**config.mk**
```make
export PLATFORM = sky130hd
export DESIGN_NAME = prim_skid_buffer
export DESIGN_NICKNAME = d
export VERILOG_FILES = /design/src/rtl/prim_skid_pkg.sv /design/src/rtl/prim_skid_sat_cnt.sv /design/src/rtl/prim_skid_buffer.sv
export SDC_FILE = /design/constraint.sdc
export NUM_CORES = 1
export LEC_CHECK = 0
export BUFFER_PORTS_ARGS = -buffer_cell sky130_fd_sc_hd__buf_2
export CORE_MARGIN = 2
export CORE_UTILIZATION = 56
export DETAILED_ROUTE_END_ITERATION = 8
export GPL_ROUTABILITY_DRIVEN = 0
export PLACE_DENSITY = 0.85
export SLEW_MARGIN = 20
export SYNTH_ARGS = -nofsm -noshare
export SYNTH_HDL_FRONTEND = slang
export SYNTH_HIERARCHICAL = 1
export SYNTH_SLANG_ARGS = --single-unit
```
**constraint.sdc**
```tcl
create_clock -name clk_i -period 3.54 [get_ports clk_i]
set_clock_uncertainty 0.1 [all_clocks]
set_input_delay 0.354 -clock clk_i [delete_from_list [all_inputs] [get_ports clk_i]]
set_output_delay 0.354 -clock clk_i [all_outputs]
set_load 0.01 [all_outputs]
```
**src/rtl/prim_skid_pkg.sv**
```systemverilog
// prim_skid_pkg
// Shared definitions for the two-entry skid buffer slice.
//   skid_state_e  : occupancy of the slice (empty, main only, main + skid)
//   SkidStallCntW : width of the optional output-stall counter
// The stall counter is only built when PRIM_SKID_STALL_CNT_EN is defined.
package prim_skid_pkg;

    typedef enum logic [1:0] {
        SkidEmpty = 2'd0,
        SkidOne   = 2'd1,
        SkidTwo   = 2'd2
    } skid_state_e;

    localparam int SkidStallCntW = 16;

endpackage

```
**src/rtl/prim_skid_sat_cnt.sv**
```systemverilog
// prim_skid_sat_cnt
// Saturating up-counter: counts clock cycles with inc_i high and sticks at
// all-ones instead of wrapping. It clears only on reset.
// Ports:
//   clk_i  : clock, rising edge
//   rst_i  : synchronous active-high reset, clears the count
//   inc_i  : increment request for this cycle
//   cnt_o  : current count (registered)
module prim_skid_sat_cnt #(
    parameter int Width = 16
) (
    input  logic             clk_i,
    input  logic             rst_i,
    input  logic             inc_i,
    output logic [Width-1:0] cnt_o
);

    logic [Width-1:0] cnt_q;

    // Count up on request but hold once every bit is set, so a very long
    // stall reads as "at least this many" rather than wrapping to a small value.
    always_ff @(posedge clk_i) begin
        if (rst_i) begin
            cnt_q <= '0;
        end else if (inc_i && (cnt_q != {Width{1'b1}})) begin
            cnt_q <= cnt_q + Width'(1);
        end
    end

    assign cnt_o = cnt_q;

endmodule

```
**src/rtl/prim_skid_buffer.sv**
```systemverilog
// prim_skid_buffer
// Two-entry valid/ready register slice. Data, valid and ready toward both
// sides come from flops, so no combinational path crosses the slice; one
// transfer per cycle is sustained with one cycle of forward latency.
// The skid register catches the one beat the producer sends in the cycle
// the consumer first stalls, because ready only drops a cycle later.
// Optional feature macro: PRIM_SKID_STALL_CNT_EN (output-stall counter).
// Ports:
//   clk_i        : clock, rising edge
//   rst_i        : synchronous active-high reset
//   in_valid_i   : producer has data
//   in_ready_o   : slice can accept (state decode, held low during reset)
//   in_data_i    : producer data
//   out_valid_o  : slice holds data for the consumer
//   out_ready_i  : consumer accepts
//   out_data_o   : head-of-slice data, straight from the main register
//   stall_cnt_o  : saturating count of cycles with out_valid_o && !out_ready_i
//                  (constant zero when the macro is not defined)
module prim_skid_buffer
    import prim_skid_pkg::*;
#(
    parameter int unsigned      Width      = 32,
    parameter logic [Width-1:0] ResetValue = '0
) (
    input  logic                     clk_i,
    input  logic                     rst_i,
    input  logic                     in_valid_i,
    output logic                     in_ready_o,
    input  logic [Width-1:0]         in_data_i,
    output logic                     out_valid_o,
    input  logic                     out_ready_i,
    output logic [Width-1:0]         out_data_o,
    output logic [SkidStallCntW-1:0] stall_cnt_o
);

    skid_state_e      state_q, state_d;
    logic [Width-1:0] main_q;
    logic [Width-1:0] skid_q;
    logic             accept;
    logic             consume;

    // Ready and valid are decoded from the state register only. Reset is the
    // one exception: it masks ready so nothing is accepted while it is held.
    assign in_ready_o  = (state_q != SkidTwo) && !rst_i;
    assign out_valid_o = (state_q != SkidEmpty);
    assign out_data_o  = main_q;

    assign accept  = in_valid_i && in_ready_o;
    assign consume = out_valid_o && out_ready_i;

    // Occupancy transitions. In the full state the input side is ignored,
    // since ready is already low there.
    always_comb begin
        state_d = state_q;
        case (state_q)
            SkidEmpty: begin
                if (accept) begin
                    state_d = SkidOne;
                end
            end
            SkidOne: begin
                if (accept && !consume) begin
                    state_d = SkidTwo;
                end else if (!accept && consume) begin
                    state_d = SkidEmpty;
                end
            end
            SkidTwo: begin
                if (consume) begin
                    state_d = SkidOne;
                end
            end
            default: state_d = SkidEmpty;
        endcase
    end

    // State and data registers. The data registers only move on a transfer,
    // so out_data_o keeps its old (stale) value while the slice is empty.
    // With one entry held, a simultaneous accept and consume replaces the
    // main entry directly; an accept alone parks the new beat in the skid
    // register behind it.
    always_ff @(posedge clk_i) begin
        if (rst_i) begin
            state_q <= SkidEmpty;
            main_q  <= ResetValue;
            skid_q  <= ResetValue;
        end else begin
            state_q <= state_d;
            case (state_q)
                SkidEmpty: begin
                    if (accept) begin
                        main_q <= in_data_i;
                    end
                end
                SkidOne: begin
                    if (accept && consume) begin
                        main_q <= in_data_i;
                    end else if (accept) begin
                        skid_q <= in_data_i;
                    end
                end
                SkidTwo: begin
                    if (consume) begin
                        main_q <= skid_q;
                    end
                end
                default: ;
            endcase
        end
    end

`ifdef PRIM_SKID_STALL_CNT_EN
    // Output-stall monitor: one count per cycle the consumer holds off valid
    // data. The counter's own reset covers the reset-cycle exclusion.
    prim_skid_sat_cnt #(
        .Width (SkidStallCntW)
    ) u_stall_cnt (
        .clk_i (clk_i),
        .rst_i (rst_i),
        .inc_i (out_valid_o && !out_ready_i),
        .cnt_o (stall_cnt_o)
    );
`else
    assign stall_cnt_o = '0;
`endif

endmodule
```
==> results of run 1 <==
## layer usage
layer  up-vias  track usage  routed length, microns  share of wire
met1      1183        0.291                    2900           0.44
met2        82        0.356                    3320           0.50
met3         6       0.0581                     371          0.056
met5         -            0                       0              0
met4         0       0.0895                      69          0.010
li1       1252            -                       -              -
## power by group through the flow
| stage | Clock (mW) | Combinational (mW) | Sequential, mW |
|---|---|---|---|
| 2_1_floorplan | 0 | 0.167 | 0.832 |
| 3_3_place_gp | 0 | 0.235 | 0.823 |
| 3_5_place_dp | 0 | 0.243 | 0.824 |
| 4_1_cts | 0.635 | 0.244 | 0.808 |
| 5_1_grt | 0.674 | 0.265 | 0.813 |
| 6_report | 0.624 | 0.242 | 0.809 |
## cell usage in the layout, fill, tap and decap left out, types with 2 or more instances in the layout
cell type and instances:
buf_2 69, dfxtp_1 66, nand2_1 65, mux2i_1 32, nor4_1 32, a21oi_1 32
a211oi_2 30, conb_1 16, clkbuf_8 11, buf_4 8, a211oi_1 4, and3b_1 3
clkbuf_1 3, nor2b_1 2, ha_1 2
## flip-flops by register name (all words and copies together), names as in the netlist
name / cells
state_q: 2
skid_q: 32
out_data_o: 32
## area by class of cell
cell class,count,share of cell area
well taps,70,0.0247
clock buffers,14,0.0458
flip-flops and latches,66,0.372
repair buffers,77,0.114
inverters,1,0.00106
clock inverters,2,0.00987
multi-input cells,227,0.432
## worst max-delay path, delay by kind of cell (launching register included)
family                     cells  cell delay, ns
and+or+nand+nor                5            1.46
DFF                            1            0.52
AOI/OAI and AO/OA              1            0.34
buffers and inverters          1            0.24
adders and majority gates      1            0.19
## worst paths after layout
check                start       endpoint  slack, ns  depth (start not counted)
max reg2reg     state_q[1]  out_data_o[0]       0.59                          8
max             state_q[1]  out_data_o[0]       0.59                          8
min reg2reg     skid_q[15]     skid_q[15]       0.35                          2
min          in_data_i[17]     skid_q[17]       0.17                          3
## cells by family after synthesis
kind of cell	after synthesis	synth area share
DFF	66	0.431
AOI/OAI and AO/OA	67	0.187
other	1	0.00122
and+or+nand+nor	110	0.176
muxes	32	0.104
buffers and inverters	51	0.0918
adders and majority gates	2	0.00816
## stage by stage
| step | cells | power [mW] |
|---|---|---|
| floorplan | 344 | 0.999 |
| global placement | 441 | 1.06 |
| detailed placement | 441 | 1.07 |
| CTS | 457 | 1.69 |
| global route | 457 | 1.75 |
| finish | 457 | 1.68 |
==> key figures, run 1 <==
Clock tree
  – Postcts setup bufs: 0
  – CTS tree: done
  – Hold_buf cts: 0
  – Skew-Pair Late Insertion Delay: 0.33 ns
  – H-Tree Level Count: 3
  – CTS Sinks: 66
  – CTS buffer count: 9
  – CTS Root Cell: clkbuf_8
  – Post-cts repair resize count: 0
  – Max Root-Sink Buffers: 2
  – Clk pin slew, worst setup/hold paths: 0.07 ns

Cells and area
  – Final net count: 420
  – Footprint of the multi-input gates: 1530 sq um
  – Fraction of layout cells with a size suffix above 1: 0.320
  – Fill count: 425
  – Finished Core Util: 0.682
  – Post-route cell area: 3550 sq um
  – Area Growth Syn to Fin: 15.7%
  – Register Area: 1320 sq um
  – Final antenna diode count: 0

Timing
  – Slew @ Worst Pin: 0.901 ns
  – Setup_tns: 0 ns
  – Relative slew slack: 0.399
  – Min cycle time layout: 2.95 ns
  – Fmax: 0.338 GHz
  – Hold_ws: 0.171 ns
  – RSZ-0062 raised after global routing: false
  – Fin crit share: 0.835
  – Final Max Slew Viols: 0
  – Final Hold Viols: 0
  – Setup ws final: 0.586 ns
  – Final setup fails: 0

Worst setup path
  – Max FO, Critical Path: 33
  – Kind of critical path: reg -> reg
  – Critical Path RT: 3.68 ns
  – Worst stage delay on the critical path: 0.89 ns
  – CP max stage cell: or3_2
  – CP cell instances: nand2b_2 -> nor2b_1 -> and2_1 -> ha_1 -> and3b_1 -> buf_4 -> or3_2 -> a211oi_1
  – Startpoint Class: register
  – CP endpoint kind: register
  – Worst EP arrival: 3.09 ns

Synthesis
  – Number of flops mapped to enable cells by yosys: 0
  – Top cells by area, synth: dfxtp_1 43%, a211oi_2 12%, mux2i_1 10%, nand2_1 8.0%, nor4_1 6.5%
  – Seq/Total Area, Yosys: 0.431
  – Async SR Flop Fraction: 0
  – Yosys Warn Count: 6
  – Mean post-synth cell area: 9.32 sq um
  – Most frequent cell after synthesis: dfxtp_1
  – Syn Inst Count: 329
  – Most common library cells after synthesis: 66 x dfxtp_1, 65 x nand2_1, 32 x a21oi_1, 32 x mux2i_1, 32 x nor4_1
  – Synth Cell Area: 3070 sq um
  – Synth area leader: dfxtp_1
  – Top_reg_cell synth: dfxtp_1
  – Library cells used by synthesis: 25
  – Synthesized flop and latch total: 66
  – Synth top area share: 0.431

Pwr
  – Net Switching: 0.425 mW
  – Clk pwr share: 0.373
  – Sw Share: 0.254
  – Sequential share of power: 0.483
  – Cell Int Power: 1.25 mW
  – Combinational group share of total power: 0.145
  – Pwr Density: 472 nW/um^2
  – Leak: 1.63 nW
  – Max IR drop VDD: 0.000351 V

Global route
  – Vias in the first global route: 2333
  – Global Route Usage Sum: 0.224
  – Antenna violations before repair: 0
  – Grt ovf: 0
  – Largest net degree at the start of global routing: 68
  – Wire length of the first global-routing pass: 10900 microns

Floorplanning
  – I/O pin count: 86
  – Starting Density: 0.589
  – Floorplan row count: 26
  – Die Ht: 78 microns
  – Die Outline Area: 6080 sq um
  – Core ar.: 5200 sq um
  – Die width: 78 microns

Hold path
  – Min-Delay Path Class: in -> reg

Placed design
  – IO Port Bufs: 69
  – Pre-CTS WS: 0.607 ns
  – Final HPWL DP: 4220 microns
  – Area after DPL: 3350 sq um

Routing
  – Post-route DRC violation count: 0
  – Drt wl/cell: 14.6 microns
  – Initial drt markers: 122
  – Post-detailed-route count of antenna-violating nets: 0
  – Vias: 2523
  – Post-Route WL: 6660 microns
  – Via density: 5.52
  – Pre-Repair DR Iteration Count: 4

Run
  – Max Cap Violations: 0

Outcome
  – Outcome: finished clean
(Power assumes the default switching activity.)
==> inputs of run 2 (changes only) <==
- CORE_UTILIZATION: 56 -> 47
- PLACE_DENSITY: 0.85 -> 0.76
- clock period: 3.54 -> 2.7 ns (I/O delays scaled with it)
==> key figures, run 2 (synthesized netlist as in run 1, its figures left out) <==
Outcome
  – Outcome: finished clean

Global route
  – Largest net degree at the start of global routing: 67
  – Grt ovf: 0
  – Wire length of the first global-routing pass: 11200 microns
  – Global Route Usage Sum: 0.197
  – Vias in the first global route: 2245
  – Antenna violations before repair: 0

Cells and area
  – Final antenna diode count: 0
  – Final net count: 425
  – Finished Core Util: 0.571
  – Commonest non-fill, non-tap cell in the layout: buf_2
  – Fin cells: 467
  – Area Growth Syn to Fin: 17.5%
  – Most frequent cells in the layout: 69 x buf_2, 66 x dfxtp_1, 65 x nand2_1
  – Fraction of layout cells with a size suffix above 1: 0.331

Placed design
  – IO Port Bufs: 69
  – Placed cells: 453
  – Final HPWL DP: 4590 microns

Floorplanning
  – I/O pin count: 86
  – Starting Density: 0.486
  – Die width: 84.8 microns
  – Die Ht: 84.8 microns
  – Floorplan row count: 29
  – Core ar.: 6310 sq um
  – Die Outline Area: 7190 sq um

Clock tree
  – CTS tree: done
  – Hold_buf cts: 0
  – Postcts setup bufs: 0
  – CTS Root Cell: clkbuf_8
  – Max Root-Sink Buffers: 2
  – H-Tree Level Count: 3
  – Post-cts repair resize count: 0
  – Skew-Pair Late Insertion Delay: 0.35 ns
  – Clk pin slew, worst setup/hold paths: 0.07 ns
  – CTS Sinks: 66
  – CTS buffer count: 9

Routing
  – Drt wl/cell: 15.0 microns
  – Via density: 5.44
  – Pre-Repair DR Iteration Count: 4
  – Post-detailed-route count of antenna-violating nets: 0
  – Vias: 2541
  – Post-route DRC violation count: 0
  – Initial drt markers: 173
  – Post-Route WL: 7030 microns

Worst setup path
  – Reg2Reg Depth: 9
  – Max FO, Critical Path: 9
  – Critical R2R Launch: state_q[0]
  – Worst EP arrival: 2.68 ns
  – CP endpoint kind: register
  – Kind of critical path: reg -> reg
  – Reg-to-reg endpoint: out_data_o[14]
  – Startpoint Class: register
  – Reg2reg setup slack: 0.18 ns
  – Critical Path RT: 2.86 ns

Timing
  – Fin crit share: 0.932
  – RSZ-0062 raised after global routing: false
  – Min cycle time layout: 2.52 ns
  – Setup_tns: 0 ns
  – Relative slew slack: 0.430
  – Fmax: 0.397 GHz
  – Slew @ Worst Pin: 0.855 ns
  – Final Max Slew Viols: 0
  – Final Hold Viols: 0
  – Hold_ws: 0.0668 ns
  – Final setup fails: 0

Run
  – Max Cap Violations: 0

Hold path
  – Min-Delay Path Class: in -> reg
  – Worst hold stages: 3
  – HP Start: in_data_i[17]
  – Hold Path End: skid_q[17]

Pwr
  – Pwr Density: 617 nW/um^2
  – Leak: 1.65 nW
  – Max IR drop VDD: 0.000355 V
  – Final Power: 2.22 mW
==> run 2: cell count changes in the layout (fill, tap and decap cells not counted), sizes merged <==
| cell | previous run | this run |
|---|---|---|
| clkinvlp | 0 | 1 |
| clkinv | 1 | 0 |
| buf | 77 | 82 |
| clkbuf | 14 | 12 |
==> run 2: report_power, final <==
part | internal [mW] | switching, mW
clock network | 0.467 | 0.366
registers | 1.03 | 0.0301
logic | 0.143 | 0.188
total | 1.64 | 0.584
==> run 2: layout make-up <==
type	instances	area (sq um)
well taps	77	96.3
fillers	563	2710
flip-flops and latches	66	1320
inverters	1	3.75
clock inverters	2	37.5
multi-input cells	227	1530
repair buffers	82	455
clock buffers	12	155
==> run 2: per-stage QoR <==
stage          cell area (sq um)  worst slack (ns)
2_1_floorplan               3120             0.236
3_3_place_gp                3410             0.296
3_5_place_dp                3410             0.226
4_1_cts                     3600             0.181
5_1_grt                     3600            0.0718
6_report                    3600             0.184
==> run 2: how the worst max path moves through the flow <==
stage / from / cells after the start / slack (ns) / endpoint
floorplan: state_q[0] / 12 / 0.24 / out_data_o[10]
finish: state_q[0] / 9 / 0.18 / out_data_o[14]
global route: state_q[0] / 9 / 0.07 / out_data_o[14]
global placement: state_q[0] / 9 / 0.30 / out_data_o[7]
CTS: state_q[0] / 9 / 0.18 / out_data_o[14]
detailed placement: state_q[0] / 9 / 0.23 / out_data_o[11]
==> run 2: routing by layer <==
layer | GRT usage | wire, microns | vias up
li1 | - | - | 1254
met3 | 0.0511 | 372 | 9
met4 | 0.0765 | 117 | 0
met1 | 0.275 | 3330 | 1210
met2 | 0.293 | 3210 | 68
met5 | 0 | 0 | -
==> run 2: critical path: stages, from the launching register on <==
cell and delay [ns]:
dfxtp_1 0.32, buf_4 0.16, or2_2 0.31, nand2_1 0.10, inv_1 0.05, ha_1 0.17
and3b_1 0.17, or3_2 0.61, buf_4 0.25, a211oi_2 0.20
==> inputs of run 3 (changes only) <==
- CORE_UTILIZATION: 47 -> 52
- MAX_ROUTING_LAYER: default -> met4
- PLACE_DENSITY: 0.76 -> 0.8
- clock period: 2.7 -> 2.5 ns (I/O delays scaled with it)
==> key figures, run 3 (synthesized netlist as in run 1, its figures left out) <==
Outcome
  – Outcome: finished clean

Clock tree
  – H-Tree Level Count: 3
  – Max Root-Sink Buffers: 2
  – CTS tree: done
  – CTS Sinks: 66
  – Skew-Pair Late Insertion Delay: 0.34 ns
  – Hold_buf cts: 0
  – CTS Root Cell: clkbuf_8
  – Postcts setup bufs: 0
  – CTS buffer count: 9
  – Clk pin slew, worst setup/hold paths: 0.07 ns
  – Post-cts repair resize count: 0

Placed design
  – Area after DPL: 3400 sq um
  – Final HPWL DP: 4550 microns
  – IO Port Bufs: 69
  – Placed cells: 448

Routing
  – Via density: 5.59
  – Post-detailed-route count of antenna-violating nets: 0
  – Pre-Repair DR Iteration Count: 4
  – Post-route DRC violation count: 0
  – WL met1: 3180 microns
  – Highest metal used: met4
  – Drt wl/cell: 15.5 microns
  – WL met3: 403 microns
  – Vias: 2593
  – WL met2: 3490 microns
  – Post-Route WL: 7170 microns
  – Initial drt markers: 166

Worst setup path
  – Worst EP arrival: 2.41 ns
  – Max FO, Critical Path: 24
  – Reg2Reg Depth: 8
  – Reg2reg setup slack: 0.24 ns
  – Start point of the critical path: state_q[0]
  – Critical R2R Launch: state_q[0]
  – Kind of critical path: reg -> reg
  – CP endpoint kind: register
  – CP cell instances: nand2b_2 -> nor2b_1 -> and2_1 -> ha_1 -> and3b_1 -> or3_2 -> buf_12 -> a211oi_1
  – Startpoint Class: register
  – Critical Path RT: 2.65 ns
  – Worst stage delay on the critical path: 0.49 ns
  – Reg-to-reg endpoint: out_data_o[30]
  – CP max stage cell: or3_2

Pwr
  – Max IR drop VDD: 0.000466 V
  – Net Switching: 0.637 mW
  – Combinational group share of total power: 0.150
  – Sequential share of power: 0.479
  – Sw Share: 0.267
  – Clk pwr share: 0.371
  – Leak: 1.66 nW
  – Final Power: 2.39 mW
  – Pwr Density: 663 nW/um^2
  – Cell Int Power: 1.75 mW

Hold path
  – Hold Path End: skid_q[9]
  – Min-Delay Path Class: in -> reg
  – Worst hold stages: 3
  – HP Start: in_data_i[9]

Global route
  – Antenna violations before repair: 0
  – Vias in the first global route: 2477
  – Grt ovf: 0
  – Largest net degree at the start of global routing: 67
  – Wire length of the first global-routing pass: 11400 microns
  – Global Route Usage Sum: 0.232

Timing
  – RSZ-0062 raised after global routing: false
  – Min cycle time layout: 2.26 ns
  – Final setup fails: 0
  – Final Max Slew Viols: 0
  – Slew @ Worst Pin: 0.862 ns
  – Fin crit share: 0.905
  – Fmax: 0.442 GHz
  – Setup_tns: 0 ns
  – Relative slew slack: 0.425
  – Final Hold Viols: 0

Cells and area
  – Post-route cell area: 3600 sq um
  – Most frequent cells in the layout: 69 x buf_2, 66 x dfxtp_1, 65 x nand2_1
  – Area Growth Syn to Fin: 17.3%
  – Final antenna diode count: 0
  – Footprint of the multi-input gates: 1530 sq um
  – Register Area: 1320 sq um
  – Commonest non-fill, non-tap cell in the layout: buf_2
  – Fin cells: 464
  – Finished Core Util: 0.642
  – Final net count: 425
  – Fraction of layout cells with a size suffix above 1: 0.334
  – Fill count: 497

Floorplanning
  – Core ar.: 5610 sq um
  – Die width: 80.8 microns
  – Starting Density: 0.547
  – Die Outline Area: 6530 sq um
  – Floorplan row count: 27
  – Die Ht: 80.8 microns
  – I/O pin count: 86

Run
  – Max Cap Violations: 0
run 3: changes by cell type in the layout (fill, tap and decap cells not counted):
cell | previous run | this run
clkbuf_8 | 11 | 10
clkinvlp_4 | 1 | 0
clkinv_4 | 0 | 1
clkinv_2 | 0 | 3
run 3: cell type report:
cell class / instances / share of cell area
Clock buffer: 11 / 0.0393
Clock inverter: 5 / 0.0150
Inverter: 1 / 0.00104
Multi-Input combinational cell: 227 / 0.426
Sequential cell: 66 / 0.367
Tap cell: 72 / 0.0250
Timing Repair Buffer: 82 / 0.127
run 3: per-stage QoR:
stage | hold WS, ns | setup WS [ns]
6_report | 0.0492 | 0.239
3_5_place_dp | 0.346 | 0.272
5_1_grt | 0.0526 | 0.124
4_1_cts | 0.0445 | 0.247
3_3_place_gp | 0.340 | 0.328
2_1_floorplan | 0.286 | 0.0359
run 3: worst max-delay path by stage:
stage                                 to  cells after the start
after global routing      out_data_o[30]                      8
after global placement     out_data_o[0]                      8
after floorplan           out_data_o[10]                     12
after CTS                 out_data_o[30]                      8
final                     out_data_o[30]                      8
after detailed placement  out_data_o[19]                      8
run 3: worst max-delay path, delay by kind of cell, from the launching register on:
family	cells	cell delay, ns
compound gates	1	0.19
simple gates	5	1.15
buf+inv	1	0.19
fa+ha+maj	1	0.19
flops	1	0.32
run 3: routing by layer:
metal / up-vias / track usage
met5: - / -
met4: 0 / 0.0678
met3: 12 / 0.0533
met2: 74 / 0.386
met1: 1254 / 0.284
li1: 1253 / -
run 3: power groups by stage:
stage               clock network, mW  registers [mW]  logic (mW)
finish                          0.886            1.14       0.357
global route                    0.954            1.15       0.391
CTS                             0.899            1.14       0.359
detailed placement                  0            1.16       0.358
global placement                    0            1.16       0.348
floorplan                           0            1.18       0.237
